**src/rtl/sreg_cmd_arbiter.sv**
```systemverilog
`timescale 1ns/100ps
// sreg_cmd_arbiter
//   Shares one synchro_register between two command requesters. A granted
//   command drives ZEROES or ONES for HOLD cycles, then the arbiter idles for
//   GAP cycles before the next grant. Ties are broken round-robin by default.
//   With SREG_ARB_FIXED_PRIO_EN defined, requester 0 always wins ties and
//   requester 1 may starve.
//
// Parameters
//   HOLD   cycles ZEROES/ONES stays asserted per command (>=1)
//   GAP    idle cycles after each command before the next grant (>=0)
//
// Ports
//   CLK            clock, rising edge
//   RESET          asynchronous active-high reset
//   REQ0/OP0       requester 0 request and op (0=ZEROES, 1=ONES)
//   REQ1/OP1       requester 1 request and op
//   GNT0/GNT1      1-cycle grant pulses
//   DONE0/DONE1    1-cycle pulse in the last drive cycle of a command
//   ZEROES/ONES    drive to synchro_register
//   BUSY           high while driving or in the gap
module sreg_cmd_arbiter #(
  parameter int HOLD = 4,
  parameter int GAP  = 2
) (
  input  logic CLK,
  input  logic RESET,
  input  logic REQ0,
  input  logic OP0,
  input  logic REQ1,
  input  logic OP1,
  output logic GNT0,
  output logic GNT1,
  output logic DONE0,
  output logic DONE1,
  output logic ZEROES,
  output logic ONES,
  output logic BUSY
);

  localparam int CW       = $clog2(HOLD + GAP + 1);
  localparam int GAP_LD_I = (GAP > 0) ? GAP - 1 : 0;
  localparam logic [CW-1:0] HOLD_LD = CW'(HOLD - 1);
  localparam logic [CW-1:0] GAP_LD  = CW'(GAP_LD_I);

  typedef enum logic [1:0] {S_IDLE, S_DRIVE, S_GAP} state_t;

  state_t        state, state_n;
  logic [CW-1:0] cnt, cnt_n;
  logic          op, op_n;
  logic          owner, owner_n;
  logic          try_grant;
  logic          pick1;
  logic          gnt0_n, gnt1_n;

`ifdef SREG_ARB_FIXED_PRIO_EN
  assign pick1 = REQ1 & ~REQ0;
`else
  logic rr_ptr, rr_ptr_n;
  // On a tie the requester named by rr_ptr wins.
  assign pick1 = REQ1 & (~REQ0 | rr_ptr);
`endif

  always_comb begin
    state_n   = state;
    cnt_n     = cnt;
    op_n      = op;
    owner_n   = owner;
    gnt0_n    = 1'b0;
    gnt1_n    = 1'b0;
    try_grant = 1'b0;
`ifndef SREG_ARB_FIXED_PRIO_EN
    rr_ptr_n  = rr_ptr;
`endif
    case (state)
      S_IDLE: try_grant = 1'b1;
      S_DRIVE: begin
        if (cnt == '0) begin
          if (GAP > 0) begin
            state_n = S_GAP;
            cnt_n   = GAP_LD;
          end else begin
            // No gap: a new command may start at this same edge.
            state_n   = S_IDLE;
            try_grant = 1'b1;
          end
        end else begin
          cnt_n = cnt - CW'(1);
        end
      end
      S_GAP: begin
        if (cnt == '0) begin
          state_n   = S_IDLE;
          try_grant = 1'b1;
        end else begin
          cnt_n = cnt - CW'(1);
        end
      end
      default: state_n = S_IDLE;
    endcase

    if (try_grant && (REQ0 || REQ1)) begin
      state_n = S_DRIVE;
      cnt_n   = HOLD_LD;
      owner_n = pick1;
      op_n    = pick1 ? OP1 : OP0;
      gnt0_n  = ~pick1;
      gnt1_n  = pick1;
`ifndef SREG_ARB_FIXED_PRIO_EN
      rr_ptr_n = ~pick1;
`endif
    end
  end

  // State register; outputs are registered from the next-state decode so
  // every output is a flop that clears asynchronously with RESET.
  always_ff @(posedge CLK or posedge RESET) begin
    if (RESET) begin
      state  <= S_IDLE;
      cnt    <= '0;
      op     <= 1'b0;
      owner  <= 1'b0;
      GNT0   <= 1'b0;
      GNT1   <= 1'b0;
      DONE0  <= 1'b0;
      DONE1  <= 1'b0;
      ZEROES <= 1'b0;
      ONES   <= 1'b0;
      BUSY   <= 1'b0;
`ifndef SREG_ARB_FIXED_PRIO_EN
      rr_ptr <= 1'b0;
`endif
    end else begin
      state  <= state_n;
      cnt    <= cnt_n;
      op     <= op_n;
      owner  <= owner_n;
      GNT0   <= gnt0_n;
      GNT1   <= gnt1_n;
      DONE0  <= (state_n == S_DRIVE) && (cnt_n == '0) && !owner_n;
      DONE1  <= (state_n == S_DRIVE) && (cnt_n == '0) && owner_n;
      ZEROES <= (state_n == S_DRIVE) && !op_n;
      ONES   <= (state_n == S_DRIVE) && op_n;
      BUSY   <= (state_n != S_IDLE);
`ifndef SREG_ARB_FIXED_PRIO_EN
      rr_ptr <= rr_ptr_n;
`endif
    end
  end

endmodule
```
**config.mk**
```make
export PLATFORM = sky130hd
export DESIGN_NAME = sreg_cmd_arbiter
export DESIGN_NICKNAME = d
export VERILOG_FILES = /design/src/rtl/sreg_cmd_arbiter.sv
export SDC_FILE = /design/constraint.sdc
export NUM_CORES = 1
export LEC_CHECK = 0
export BUFFER_PORTS_ARGS = -buffer_cell sky130_fd_sc_hd__buf_2
export CAP_MARGIN = 20
export CORE_ASPECT_RATIO = 1.2
export CORE_MARGIN = 4
export CORE_UTILIZATION = 30
export DETAILED_ROUTE_END_ITERATION = 7
export SLEW_MARGIN = 10
export SYNTH_ARGS = -nofsm -noshare
export SYNTH_HDL_FRONTEND = slang
export SYNTH_SLANG_ARGS = --single-unit
```
**constraint.sdc**
```tcl
create_clock -name CLK -period 1.95 [get_ports CLK]
set_input_delay 0.39 -clock CLK [delete_from_list [all_inputs] [get_ports CLK]]
set_output_delay 0.39 -clock CLK [all_outputs]
set_load 0.02 [all_outputs]
```
==> flow_metrics.py, run 1 <==
metrics = {
    "routing": {
        "drt_iter0_drc": 15,
        "vias": 607,
        "drc": 0,
        "dr.pass1.iters": 4,
        "viasPerCell": 4.71,
        "wirelength_um": 1680,
        "wl_per_cell_um": 13.1,
        "ant_nets": 0,
    },
    "sta": {
        "fin_skew_ns": 0.00143,
        "setup_viol": 0,
        "finalHoldViolations": 0,
        "tightest_slew_ns": 0.575,
        "slew_viol_final": 0,
        "fin_crit_sh": 0.980,
        "fin_tns_setup_ns": 0,
        "fmax_mhz": 523,
        "min_period_ns": 1.91,
        "maxSlewHeadroom": 0.616,
        "hold_ws_ns": 0.144,
        "rsz0062_at_grt": "true",
    },
    "worst_setup_path": {
        "reg2reg_from": "cnt[0]",
        "crit_required_ns": 2.13,
        "r2r_setup_slack_ns": 0.04,
        "cpMostUsedCell": "buf_4",
        "path_class": "flip-flop to flip-flop",
        "slowest_stage": "dfrtp_1",
        "cp_max_fo": 5,
        "rr_worst_depth": 9,
        "crit_buf_inv": 3,
        "cp.depth": 9,
        "cpPeakStageDelay_ns": 0.44,
        "crit_family": "compound AO/OA/AOI/OAI gates",
        "path_cells": "inv_2, ha_4, buf_4, buf_4, nand3b_1, a21oi_4, and3_4, a221o_2, a21boi_1",
        "end_kind": "flip-flop",
        "reg2reg_to": "ONES",
        "cp.arrival_ns": 2.09,
        "startpoint_type": "flip-flop",
    },
    "power": {
        "p_leak_nw": 0.498,
        "power_density_nw_per_um2": 1680,
        "vdd_drop_max_v": 0.000639,
    },
    "yosys": {
        "ys_types": 27,
        "synth_top_cell_area_share": 0.496,
        "synthMuxAreaShare": 0,
        "synthCells": 74,
        "synth_seq_cells": 15,
        "yosysTopAreaCell": "dfrtp_1",
        "yosysSeqAreaShare": 0.496,
        "synth_fp_nets": 87,
        "synth_area_per_cell_um2": 10.2,
        "synth.top_cells.by_area": "dfrtp_1 (50%), ha_1 (12%), inv_1 (4.5%), nor2_1 (4.0%), o21ai_0 (3.3%)",
        "synth_adder_area_share": 0.116,
        "synthXorXnorAreaFrac": 0,
        "yosys_warnings": 0,
        "syn_area_um2": 757,
        "synth_compound_area_frac": 0.147,
        "synth_top_family_by_area": "simple AND/OR/NAND/NOR gates",
        "synth-simple-area-share": 0.197,
    },
    "placement": {
        "post-place-cells": 119,
        "port_buffers": 12,
        "place_area_um2": 871,
        "dp_hpwl_um": 1060,
        "place_congestion": 0.751,
    },
    "global_routing": {
        "antenna_found_initial": 0,
        "grt_pass1_wl_um": 2460,
        "overflow": 0,
        "first_global_vias": 561,
        "grt_use_total": 0.101,
        "grt_start_max_net_pins": 16,
    },
    "finish": {
        "drive_above_1_share": 0.439,
        "final_cell_mix": "dfrtp_1 (15), buf_2 (12), buf_4 (8)",
        "fillers": 224,
        "final_common_cell": "dfrtp_1",
        "finish.utilization": 0.435,
        "finalNonFillerCells": 129,
        "diodes": 0,
        "fin_nets": 112,
        "syn_to_final_growth_pct": 35.4,
        "finish.instance_area_um2": 1020,
    },
    "floorplanning": {
        "die_width_um": 53.9,
        "start_util": 0.322,
        "die_h_um": 63.0,
        "dieArea_um2": 3390,
        "rows": 19,
        "io_pins": 13,
        "core_um2": 2350,
    },
    "run": {
        "drv_cap": 0,
    },
    "cts": {
        "insertion_delay_ns": 0.28,
        "cts_tree": "built",
        "clk_pin_slew_ns": 0.09,
        "postCtsHoldBufs": 0,
        "ctsLongestPathBuffers": 2,
        "numCtsBuffers": 3,
        "root_buffer": "clkbuf_4",
        "cts_max_level": 1,
        "clock-sinks": 15,
    },
    "outcome": {
        "status": "completed",
    },
    "min_path": {
        "hold_class": "input port to async pin",
    },
}
==> what timing repair did <==
action                                  CTS  global route
endpoints found under the setup margin    2             4
setup buffers                             0             6
gates resized for setup                   1            16
pin swaps                                 0             7
==> layer usage <==
layer  routed length (um)  global-route usage
met1                  696               0.116
met2                  857               0.161
met3                   79              0.0215
met4                   51              0.0671
met5                    0                   0
==> cell families after synthesis <==
| group | after synthesis |
|---|---|
| compound gates | 17 |
| fa+ha+maj | 7 |
| buf+inv | 9 |
| flops | 15 |
| simple gates | 26 |
==> synth_stat cells <==
cell type,number
a211oi_1,1
a21boi_1,1
a21o_2,1
a21oi_1,4
a21oi_2,2
a221o_2,1
a31oi_1,1
and2_1,1
and3_1,1
dfrtp_1,15
ha_1,7
inv_1,9
nand2_1,2
nand2b_1,1
nand3b_1,1
nand4_1,1
nor2_1,8
nor2b_1,1
nor2b_4,1
nor3_1,3
nor3b_1,1
nor4b_1,1
o21a_1,1
o21ai_0,5
or2_1,2
or2_2,1
or2_4,1
==> layout make-up <==
cell class,instances,area [um2],area share
Inverter,9,33.8,0.0330
Multi-Input combinational cell,50,429,0.419
Clock buffer,3,22.5,0.0220
Clock inverter,1,5.00,0.00488
Sequential cell,15,375,0.366
Tap cell,31,38.8,0.0379
Timing Repair Buffer,20,120,0.117
==> worst max-delay path by stage <==
stage,startpoint,to,slack (ns)
finish,cnt[0],ONES,0.04
global route,cnt[0],ONES,-0.02
CTS,cnt[0],DONE1,0.01
detailed placement,cnt[0],DONE1,-0.01
global placement,cnt[0],DONE1,0.006
floorplan,cnt[0],DONE1,0.21
==> worst reg2reg max path, cell delays in order, from the launching register on <==
cell and delay, ns:
dfrtp_1 0.44, inv_2 0.08, ha_4 0.16, buf_4 0.12, buf_4 0.13, nand3b_1 0.15
a21oi_4 0.10, and3_4 0.18, a221o_2 0.32, a21boi_1 0.13
==> stage by stage <==
stage                     setup slack, ns  total power (W)
after detailed placement          -0.0141          0.00127
after global routing              -0.0243          0.00186
after floorplan                     0.211          0.00107
after CTS                          0.0125          0.00149
final                              0.0394          0.00172
after global placement            0.00591          0.00127
==> state kept, by name (all words and copies together) (netlist names) <==
register,count
owner,1
DONE1,1
state,2
ZEROES,1
op,1
GNT1,1
rr_ptr,1
BUSY,1
GNT0,1
cnt,3
DONE0,1
ONES,1
==> where the power goes <==
group	switching (W)	internal (W)
registers	0.0000681	0.000442
logic	0.000560	0.000472
clock network	0.000106	0.0000762
Note: power is estimated with default switching activity, not from simulation.
==> inputs of run 2 (changes only) <==
CORE_UTILIZATION = 35   (was 30)
PLACE_DENSITY = 0.53   (was default)
==> run 2 against run 1 <==
  * The flow now finishes with violations (design-rule violations)
  * Setup slack improved by 0.028 ns
  * Count of clock-buffer cells in the layout did not move
  * Sequential power fell by 1%
  * Sequential share of layout area rose by 1.1 points
  * Highest routed layer unchanged
  * Via count rose by 1.6%
  * Clock skew fell by 0.0011 ns
  * Non-clock buffer count did not move
  * Wire length fell by 3.0%
  * Worst hold slack improved by 0.0060 ns
  * Combinational power fell by 4%
  * Die area fell by 12%
==> flow_metrics.py, run 2 (same netlist as run 1, synthesis figures left out) <==
metrics = {
    "outcome": {
        "status": "complete, but fails checks",
        "violations": "design-rule violations",
    },
    "sta": {
        "rsz0062_at_grt": "false",
        "fin_skew_ns": 0.000341,
        "min_period_ns": 1.88,
        "fmax_mhz": 531,
        "finalHoldViolations": 0,
        "hold_ws_ns": 0.150,
        "setup_viol": 0,
        "slew_viol_final": 0,
        "tightest_slew_ns": 0.583,
        "fin_crit_sh": 0.965,
        "maxSlewHeadroom": 0.611,
    },
    "finish": {
        "fin_nets": 112,
        "final_cell_mix": "dfrtp_1 (15), buf_2 (12), nor2_1 (8), buf_4 (8)",
        "fillers": 191,
        "largest_register_ffs": 3,
        "regMostFlops": "cnt",
        "diodes": 0,
        "syn_to_final_growth_pct": 31.6,
        "final_common_cell": "dfrtp_1",
        "largestRegisters": "cnt x3, state x2",
        "seq_area_um2": 375,
        "drive_above_1_share": 0.408,
        "finish.utilization": 0.486,
        "multi_input_area_um2": 402,
    },
    "cts": {
        "ctsLongestPathBuffers": 2,
        "root_buffer": "clkbuf_4",
        "insertion_delay_ns": 0.28,
        "cts_tree": "built",
        "clk_pin_slew_ns": 0.09,
        "cts_max_level": 1,
        "clock-sinks": 15,
        "numCtsBuffers": 3,
    },
    "routing": {
        "wirelength_um": 1630,
        "vias": 617,
        "wl_per_cell_um": 12.8,
        "drc": 1,
        "ant_nets": 0,
        "dr.pass1.iters": 6,
        "viasPerCell": 4.82,
        "drt_iter0_drc": 13,
    },
    "power": {
        "power_density_nw_per_um2": 1680,
        "p_leak_nw": 0.490,
        "vdd_drop_max_v": 0.000571,
    },
    "global_routing": {
        "overflow": 0,
        "grt_start_max_net_pins": 16,
        "grt_pass1_wl_um": 2590,
        "antenna_found_initial": 0,
        "grt_use_total": 0.116,
        "first_global_vias": 636,
    },
    "worst_setup_path": {
        "cp.arrival_ns": 2.10,
        "end_kind": "flip-flop",
        "cp_max_fo": 3,
        "crit_required_ns": 2.17,
        "reg2reg_from": "cnt[0]",
        "path_class": "flip-flop to flip-flop",
        "startpoint_type": "flip-flop",
        "setup.worst_path.start": "cnt[0]",
    },
    "floorplanning": {
        "dieArea_um2": 2970,
        "die_h_um": 58.9,
        "rows": 18,
        "io_pins": 13,
        "start_util": 0.369,
        "die_width_um": 50.5,
        "core_um2": 2050,
    },
    "min_path": {
        "hold_class": "input port to async pin",
    },
    "placement": {
        "dp_hpwl_um": 1160,
        "port_buffers": 12,
        "place_congestion": 0.713,
    },
    "run": {
        "drv_cap": 0,
    },
}
[run 2: cell counts in the layout (fill, tap and decap cells not counted)]
Identical to the previous run, type by type.
[run 2: path summary, 6_finish.rpt]
check	endpoint	slack, ns	depth (start not counted)
setup / recovery	DONE1	0.07	10
hold / removal	DONE1	0.15	2
setup reg to reg	DONE1	0.07	10
hold reg to reg	owner	0.49	1
max in group asynchronous	GNT1	1.42	2
min in group CLK	op	0.37	2
[run 2: metrics by stage]
| stage | setup WS (ns) | TNS [ns] | std cells | power (W) | cell area, um2 |
|---|---|---|---|---|---|
| 6_report | 0.0674 | 0 | 128 | 0.00167 | 996 |
| 5_1_grt | 0.00341 | 0 | 128 | 0.00180 | 996 |
| 4_1_cts | 0.0108 | 0 | 126 | 0.00155 | 935 |
| 3_5_place_dp | -0.108 | -0.187 | 118 | 0.00129 | 870 |
| 3_3_place_gp | -0.0750 | -0.116 | 118 | 0.00128 | 870 |
| 2_1_floorplan | 0.211 | 0 | 74 | 0.00107 | 757 |
[run 2: worst max-delay path, stage by stage (launching register included)]
cell and delay [ns]:
dfrtp_1 0.40, inv_2 0.09, ha_4 0.13, nor2b_4 0.17, inv_2 0.05, ha_1 0.28, nand2_2 0.09, a31oi_4 0.10
a211oi_2 0.22, nand4_1 0.15, nor2b_1 0.13
[run 2: repair_timing]
| action | CTS | global route |
|---|---|---|
| pin swaps | 2 | 2 |
| buffers inserted | 4 | 2 |
| hold buffers | 0 | 0 |
| gates resized for setup | 4 | 9 |
| endpoints found under the setup margin | 2 | 5 |
[run 2: where the power goes]
part           leakage (nW)  total, W  internal [W]  switching, W
registers             0.188  0.000503      0.000442     0.0000608
logic                 0.284  0.000986      0.000442      0.000544
clock network        0.0177  0.000181     0.0000761      0.000105
[run 2: final cells by class]
cell class	count	area share
Tap cell	30	0.0377
Sequential cell	15	0.377
Multi-Input combinational cell	50	0.403
Timing Repair Buffer	20	0.121
Clock buffer	3	0.0226
Inverter	9	0.0339
Clock inverter	1	0.00503
[run 2: layer usage]
| metal | vias up | global-route usage | share of wire |
|---|---|---|---|
| li1 | 297 | - | - |
| met1 | 298 | 0.119 | 0.40 |
| met2 | 20 | 0.218 | 0.53 |
| met3 | 2 | 0.0203 | 0.051 |
| met4 | 0 | 0.0692 | 0.014 |
| met5 | - | 0 | 0 |
